$ cat config.mk
export PLATFORM = sky130hd
export DESIGN_NAME = mult_chk_pipe
export DESIGN_NICKNAME = d
export VERILOG_FILES = /design/src/rtl/mult_chk_pipe.sv
export SDC_FILE = /design/constraint.sdc
export NUM_CORES = 1
export LEC_CHECK = 0
export CAP_MARGIN = 20
export CORE_MARGIN = 4
export CORE_UTILIZATION = 31
export DETAILED_ROUTE_END_ITERATION = 8
export GPL_TIMING_DRIVEN = 0
export HOLD_SLACK_MARGIN = 0.12
export PLACE_DENSITY = 0.87
export SLEW_MARGIN = 40
export SYNTH_ARGS = -nofsm -noshare
export SYNTH_HDL_FRONTEND = slang
export SYNTH_SLANG_ARGS = --single-unit
$ cat constraint.sdc
create_clock -name clk -period 0.8 [get_ports clk]
set_input_delay 0.24 -clock clk [delete_from_list [all_inputs] [get_ports clk]]
set_output_delay 0.24 -clock clk [all_outputs]
set_load 0.1 [all_outputs]
$ cat src/rtl/mult_chk_pipe.sv
// LATENCY-deep delay line of {valid, a, b, expected} that lines each
// loaded vector up with the edge on which its DUT product is sampled.
// Ports: clk, rst_n (async low), i_* entry, o_* oldest stage.
module mult_chk_pipe #(
  parameter int WIDTH   = 4,
  parameter int LATENCY = 1
) (
  input  logic               clk,
  input  logic               rst_n,
  input  logic               i_valid,
  input  logic [WIDTH-1:0]   i_a,
  input  logic [WIDTH-1:0]   i_b,
  input  logic [2*WIDTH-1:0] i_exp,
  output logic               o_valid,
  output logic [WIDTH-1:0]   o_a,
  output logic [WIDTH-1:0]   o_b,
  output logic [2*WIDTH-1:0] o_exp
);

  localparam int DW = 1 + 4 * WIDTH;

  logic [DW-1:0] r_pipe [LATENCY];

  always_ff @(posedge clk or negedge rst_n) begin
    if (!rst_n) begin
      for (int i = 0; i < LATENCY; i++) begin
        r_pipe[i] <= '0;
      end
    end else begin
      r_pipe[0] <= {i_valid, i_a, i_b, i_exp};
      for (int i = 1; i < LATENCY; i++) begin
        r_pipe[i] <= r_pipe[i-1];
      end
    end
  end

  assign {o_valid, o_a, o_b, o_exp} = r_pipe[LATENCY-1];

endmodule

==> results of run 1 <==
==> synth_stat cells <==
cell / number
dfrtp_1: 17
==> area by class of cell <==
cell class	count	area [µm²]
tap	15	18.77
sequential	17	489.2
fill	80	251.5
timing repair buffer	35	515.5
clock buffer	4	26.28
==> stage by stage <==
step | area, µm² | std cells | TNS (ns) | worst slack, ns | hold slack (ns)
final | 1050 | 71 | -6.513 | -0.3908 | -0.1279
after global routing | 1050 | 71 | -7.050 | -0.4316 | -0.1247
after CTS | 1054 | 71 | -6.633 | -0.3966 | 0.1386
after detailed placement | 773.2 | 67 | -12.77 | -0.5239 | 0.6844
after global placement | 858.3 | 67 | -23.72 | -0.9476 | 0.6811
after floorplan | 489.2 | 17 | -0.5478 | -0.03223 | -0.05557
==> power groups by stage <==
stage	Combinational [mW]	Sequential (mW)	Clock [mW]
after floorplan	0	1.29	0
after global placement	0.522	0.959	0
after detailed placement	0.486	0.959	0
after CTS	0.623	0.968	0.451
after global routing	0.635	0.972	0.503
final	0.621	0.967	0.443
==> metal layers <==
layer,GRT usage,wire [µm],vias up
met3,0.05578,169,4
met5,0,0,-
met1,0.1172,285,153
met4,0.1228,36,0
li1,-,-,129
met2,0.2401,712,30
==> cells by family after synthesis <==
family and share of synthesized area:
flops 1.000
==> how the worst max path moves through the flow <==
stage	start	endpoint	slack, ns	cells past startpoint
after floorplan	r_pipe[12]	o_a[0]	-0.03	0
after global placement	r_pipe[0]	o_exp[0]	-0.95	1
after detailed placement	rst_n	r_pipe[0]	-0.52	1
after CTS	r_pipe[7]	o_exp[7]	-0.40	1
after global routing	r_pipe[0]	o_exp[0]	-0.43	1
final	r_pipe[0]	o_exp[0]	-0.39	1
==> timing repair <==
action / 4_1_cts / 5_1_grt
resized for setup: 69 / 0
hold endpoints to repair: 0 / 17
endpoints found under the setup margin: 34 / 17
==> impl_metrics.yaml, run 1 <==
routing:
  drc: 0
  wl_per_cell_um: 16.94
  antenna_left: 0
  vias_per_cell: 4.451
  via_count: 316
  drt-total-wl_um: 1203
  drt_first_pass_iters: 4
  initialDrtViolationCount: 1
logic_synthesis:
  yosys.area.top_type: "dfrtp_1"
  synth_top_area_share: 1.000
  syn_area_per_cell_um2: 25.02
  synth_area_um2: 425.4
  yosysWarnings: 0
  ys_seq_area_frac: 1.000
  ys_seq_elements: 17
  netlist-cell-type-count: 1
  synth.area.top_cells: "dfrtp_1 100%"
  synth_nets: 36
  postSynthCellCount: 17
timing:
  setup_ws_ns: -0.3908
  tightest_slew_ns: 0.4193
  layout_min_cycle_time_ns: 1.191
  finalMaxSlewViolations: 0
  max_freq_mhz: 839.7
  hold_viol: 17
  rsz0062_at_grt: "yes"
  min_period_over_period: 1.489
  finalSetupViolCount: 17
  slew_headroom: 0.7205
  holdWs_ns: -0.1279
clock_network:
  cts_num_sinks: 17
  clk_pin_slew_ns: 0.09
  cts_max_path_buffers: 2
  holdBufCountCts: 0
  cts_tree: "done"
  cts-root-buf: "clkbuf_4"
  postCtsSetupBuffers: 0
  cts_buffers: 3
  htree_levels: 1
cells_and_area:
  largest_reg_flops: 17
  utilization: 0.8067
  top_register: "r_pipe"
  layout_common_cells: "17 x clkdlybuf4s50_1, 17 x buf_12, 17 x dfrtp_4"
  area_delta_synth_final_pct: 146.8
  multiInputGateArea_um2: 0
  num_antenna_cells: 0
  nNetsFinal: 76
  drive_above_1_share: 0.6786
  reg_top3: "r_pipe: 17 flops"
  multi_input_cells: 0
status:
  violations: "negative hold slack, negative setup slack"
  outcome: "finished with violations"
power:
  power.total_mw: 2.031
  power_density_mw_per_mm2: 1935
  p_seq_frac: 0.476
  vdd_drop_max_v: 0.001330
  clockPowerShare: 0.218
  swShare: 0.3275
  combinationalPowerShare: 0.306
  p_int_mw: 1.366
  p_leak_nw: 0.4282
  p_sw_uw: 665.1
setup_path:
  crit_required_ns: 0.56
  end_kind: "output port"
  crit_arrival_ns: 0.95
  slowest_delay_ns: 0.50
  setup.worst_path.start_class: "register"
  critPathBufInv: 1
  cp_max_fo: 1
  critPathTopFamily: "flip-flops"
  cp_slowest_cell: "dfrtp_4"
  critPathKind: "reg2out"
  worstPathCellList: "buf_12"
placement:
  gp_congestion: 0.6287
  io_buffers: 35
  hpwl_um: 777.9
floorplanning:
  ioPinCount: 36
  fp-row-count: 13
  die_area_mm2: 0.002029
  fp.dieW_um: 45.05
  die_h_um: 45.05
  initial_core_util: 0.3269
  coreArea_mm2: 0.001301
worst_hold_path:
  min_path_type: "in2async"
global_routing:
  grt_pass1_vias: 357
  grt_pass1_wl_um: 1752
  grt_max_degree: 18
  overflow: 0
  grt_usage: 0.1381
  antenna_found_initial: 0
job:
  drv_cap: 0
No activity file was read; power rests on OpenSTA's default activity.
==> run 2, diff against run 1 <==
clock period = 1.5 ns   (was 0.8 ns; I/O delays follow)
==> run 2 against run 1 <==
Effect of this change:
- die area did not move
- sequential power fell by 50%
- count of clock-buffer cells in the layout did not move
- power fell by 52%
- utilization fell by 21 points
- the run now ends clean
- clock power fell by 49%
- via count fell by 7.9%
- global-route usage fell by 3.5 points
- critical endpoint is now o_b[1]
- setup slack improved by 0.48 ns
==> impl_metrics.yaml, run 2 (synthesis gave the netlist of run 1 again) <==
timing:
  finalMaxSlewViolations: 0
  rsz0062_at_grt: "no"
  slew_headroom: 0.5394
  min_period_over_period: 0.9407
  finalSetupViolCount: 0
  tightest_slew_ns: 0.6887
  layout_min_cycle_time_ns: 1.411
  hold_viol: 0
  setup_tns_ns: 0
  holdWs_ns: 0.5858
  max_freq_mhz: 708.7
setup_path:
  slowest_delay_ns: 0.35
  worst-path-stages: 1
  critPathBufInv: 1
  end_kind: "output port"
  setup.worst_path.start_class: "register"
  cp_slowest_cell: "dfrtp_1"
  critPathKind: "reg2out"
  crit_arrival_ns: 0.96
  cp_max_fo: 1
  crit_required_ns: 1.05
  critPathTopFamily: "flip-flops"
  worstPathCellList: "clkbuf_4"
job:
  drv_cap: 0
routing:
  dr.max_layer_used: "met4"
  wl_per_cell_um: 12.00
  drt_first_pass_iters: 2
  antenna_left: 0
  drc: 0
  via_count: 291
  vias_per_cell: 4.099
  drt-total-wl_um: 852
  met3_length_um: 126
  wl_met1_um: 254
  met2_length_um: 462
  initialDrtViolationCount: 1
clock_network:
  cts_tree: "done"
  cts_num_sinks: 17
  clk_pin_slew_ns: 0.09
  cts_max_path_buffers: 2
  postCtsSetupBuffers: 0
  cts-root-buf: "clkbuf_4"
  cts_buffers: 3
  htree_levels: 1
floorplanning:
  fp-row-count: 13
  fp.dieW_um: 45.05
  initial_core_util: 0.3269
  coreArea_mm2: 0.001301
  die_area_mm2: 0.002029
  die_h_um: 45.05
  ioPinCount: 36
cells_and_area:
  reg_top3: "r_pipe: 17 flops"
  largest_reg_flops: 17
  layout_common_cells: "19 x clkbuf_4, 18 x clkdlybuf4s50_1, 17 x dfrtp_1"
  multi_input_cells: 0
  num_antenna_cells: 0
  finish.instance_area_um2: 778.2
  top_register: "r_pipe"
  multiInputGateArea_um2: 0
  nNetsFinal: 76
  final_common_cell: "clkbuf_4"
  area_delta_synth_final_pct: 82.94
  fill_cells: 121
  drive_above_1_share: 0.3571
placement:
  postPlaceCellArea_um2: 709.4
  io_buffers: 35
  gp_congestion: 0.6380
power:
  power.total_uw: 980.5
  power_density_mw_per_mm2: 1260
  vdd_drop_max_v: 0.0006992
  p_leak_nw: 0.3619
global_routing:
  grt_pass1_wl_um: 1373
  grt_max_degree: 18
  overflow: 0
  antenna_found_initial: 0
  grt_pass1_vias: 343
  grt_usage: 0.1026
status:
  outcome: "complete, no violations"
worst_hold_path:
  min_path_type: "in2async"
==> run 2: cell count changes in the layout (fill, tap and decap cells not counted), sizes merged <==
cell,change
buf,-16
clkbuf,+15
clkdlybuf4s50,+1
==> run 2: power by group <==
group | switching, mW | internal (mW) | total, mW | leakage (nW)
clock network | 0.124 | 0.103 | 0.227 | 0.0150
registers | 0.00633 | 0.481 | 0.487 | 0.198
logic | 0.199 | 0.0674 | 0.266 | 0.149
total | 0.329 | 0.651 | 0.980 | 0.362
==> run 2: stage by stage <==
stage / setup WS [ns] / util / instances
floorplan: 0.1667 / - / 17
global placement: -0.3896 / 0.6106 / 67
detailed placement: 0.1204 / 0.5452 / 67
CTS: 0.0006543 / 0.5673 / 71
global route: 0.04868 / 0.5981 / 71
finish: 0.08901 / 0.5981 / 71
==> run 2: what timing repair did <==
| item | 4_1_cts | 5_1_grt |
|---|---|---|
| gates resized for setup | 1 | 16 |
| endpoints found under the setup margin | 1 | 16 |
| cloned | 0 | 0 |
| hold buffers | 0 | 0 |
==> run 2: cell type report <==
cell class / instances / area [µm²] / share of cell area
Sequential cell: 17 / 425.4 / 0.5466
Timing Repair Buffer: 35 / 307.8 / 0.3955
Clock buffer: 4 / 26.28 / 0.03376
Tap cell: 15 / 18.77 / 0.02412
==> run 2: final timing paths <==
check / slack (ns) / end / startpoint
max in group asynchronous: 0.48 / r_pipe[2] / rst_n
worst max-delay path: 0.09 / o_b[1] / r_pipe[9]
min in group clk: 0.60 / r_pipe[11] / i_b[3]
worst min-delay path: 0.59 / r_pipe[4] / rst_n
==> run 2: per-layer routing <==
metal,vias to the layer above,global-route usage
li1,129,-
met1,137,0.1085
met2,23,0.1610
met3,2,0.03586
met4,0,0.08772
met5,-,0
==> patch: new RTL, flow settings as in run 1 <==
`LATENCY`: 1 -> 2.
--- a/src/rtl/mult_chk_pipe.sv
+++ b/src/rtl/mult_chk_pipe.sv
@@ -4,5 +4,5 @@
 module mult_chk_pipe #(
   parameter int WIDTH   = 4,
-  parameter int LATENCY = 1
+  parameter int LATENCY = 2
 ) (
   input  logic               clk,
Behaviour: not the same (Yosys sat finds a counterexample within 4 cycles, from zero or initial values and one cycle with rst_n low).
==> patch against run 1 <==
  * Via count is 35% higher
  * Non-clock buffer count stayed put
  * Area after synthesis is 130% higher
  * Setup slack worse by 35 ps
  * Die area is 100% higher
  * Final area is 41% higher
  * Sequential cell count is 17 higher
  * Sequential power is 91% higher
  * The flow still finishes with violations (negative hold slack, negative setup slack)
  * Power is 64% higher
  * Worst hold slack worse by 33 ps
  * Largest power group unchanged
  * Synthesized cell count grew to 2.9 times the old value
  * Routed wire length is 9.0% higher
==> patch: results (changes against run 1) <==
Placement
  • Pre-CTS setup slack: -271 ps (was -524 ps)
  • Post-DP HPWL: 936 µm (was 778 µm)
  • RePlAce Congestion: 0.650 (was 0.629)
  • Port-buffer cells: 35 (unchanged)

Clocking
  • TritonCTS buffer count: 5 (was 3)
  • Worst-path clk slew: 90 ps (about the same)
  • Worst-Skew Late Latency: approximately 320 ps
  • Htree depth: 2 (was 1)
  • Clock Tree Root: clkbuf_4 (unchanged)
  • Clk buf depth: 2 (unchanged)
  • Post-CTS setup buffer count: 0 (unchanged)

STA
  • Setup WS post-layout: -426 ps (was -391 ps)
  • Slew @ Worst Pin: 411 ps (was 419 ps)
  • Clock Skew: approximately 5.3 ps
  • Final hold vios: 34 (was 17)
  • # setup viols final: 17 (unchanged)
  • TNS Setup: -5860 ps (was -6510 ps)
  • WHS: -161 ps (was -128 ps)

Yosys
  • Post-synth cell types: 2 (was 1)
  • Post-synthesis sequential area ratio: 0.876 (was 1.00)
  • Most frequent cells after synthesis: dfrtp_1, buf_4 (was dfrtp_1)
  • Area contributors post-synth: dfrtp_1, buf_4 (was dfrtp_1)
  • Ys async rst share: 1.00 (unchanged)
  • Post-Syn Nets: 69 (was 36)

Finish
  • Max FFs per register: 17 (unchanged)
  • Fraction of layout cells with a size suffix above 1: 0.312 (was 0.679)
  • Multi-input comb cells: 0 (unchanged)
  • Final Net Count: 95 (was 76)
  • Register bank with the most flops: r_pipe (unchanged)
  • Fillers: 258 (was 80)
  • Diode count: 0 (unchanged)

Outcome
  • Outcome: finished, violations left (unchanged)
  • Failing checks: negative hold slack, negative setup slack (unchanged)

Power and ir drop
  • NetSw: 933 µW (was 665 µW)
  • Leakage power: 0.000653 µW (was 0.000428 µW)
  • Peak supply drop: 0.000957 V (was 0.00133 V)

Worst setup path
  • Reg2Reg Depth: 0
  • Arrival time at the worst endpoint: 990 ps (was 950 ps)
  • CP top delay family: flip-flops (unchanged)
  • Setup slack, reg-to-reg: 320 ps
  • Reg2Reg Capture Point: o_b[2]
  • Crit-path max cell delay: about 500 ps
  • CP max FO: 1 (unchanged)
  • Worst r2r src: r_pipe[27]

Route
  • DR vias/cell: 3.53 (was 4.45)
  • DRT Wirelength: 1310 µm (was 1200 µm)
  • First drt pass iteration count: 3 (was 4)
  • DR iter-0 viols: 3 (was 1)

Global route
  • First-pass GRT wire length: 2250 µm (was 1750 µm)
  • Initial antenna violation count: 0 (unchanged)
  • Largest net degree at the start of global routing: 35 (was 18)
  • Vias in the first global route: 460 (was 357)
  • Total GRT Usage: 0.0809 (was 0.138)

Hold path
  • Worst Hold Class: input pin to async pin (unchanged)
-- patch: cell types whose count changed after synthesis --
cell,before,now
buf_4,0,16
dfrtp_1,17,34
-- patch: power by group through the flow --
stage | logic (µW) | clock network, µW | registers [µW]
floorplan | 404 | 0 | 1880
global placement | 618 | 0 | 1870
detailed placement | 579 | 0 | 1870
CTS | 637 | 904 | 1850
global route | 651 | 997 | 1860
finish | 632 | 848 | 1850
-- patch: what timing repair did --
item                                    in CTS  in global routing
hold endpoints to repair                    34                 34
endpoints found under the setup margin      17                 17
resized for setup                           68                  0
-- patch: metal layers --
layer	wire, µm	up-vias	track usage
met5	0	-	0
met4	39	0	0.0485
met3	119	5	0.0598
met2	732	22	0.125
met1	419	213	0.0759
li1	-	187	-
-- patch: logic make-up after synthesis --
kind of cell and share of synthesized area:
flops 0.876, buf+inv 0.124
-- patch: layout make-up --
cell class / instances / area share
flip-flops and latches: 34 / 0.579
clock buffers: 8 / 0.0331
repair buffers: 35 / 0.351
well taps: 44 / 0.0373
-- patch: metrics by stage --
stage               hold slack (ps)  instances  cell area, µm²  total power, µW
floorplan                     -55.6         50            1030             2290
global placement                333        129            1440             2480
detailed placement              335        129            1350             2450
CTS                           -22.4        121            1470             3400
global route                   -149        121            1480             3510
finish                         -161        121            1480             3330
-- patch: worst max path at each step --
| stage | cells past startpoint | to | from |
|---|---|---|---|
| after floorplan | 0 | o_valid | o_valid |
| after global placement | 1 | o_valid | rst_n |
| after detailed placement | 2 | o_a[0] | o_a[0] |
| after CTS | 1 | o_valid | o_valid |
| after global routing | 1 | o_valid | o_valid |
| final | 1 | o_valid | o_valid |
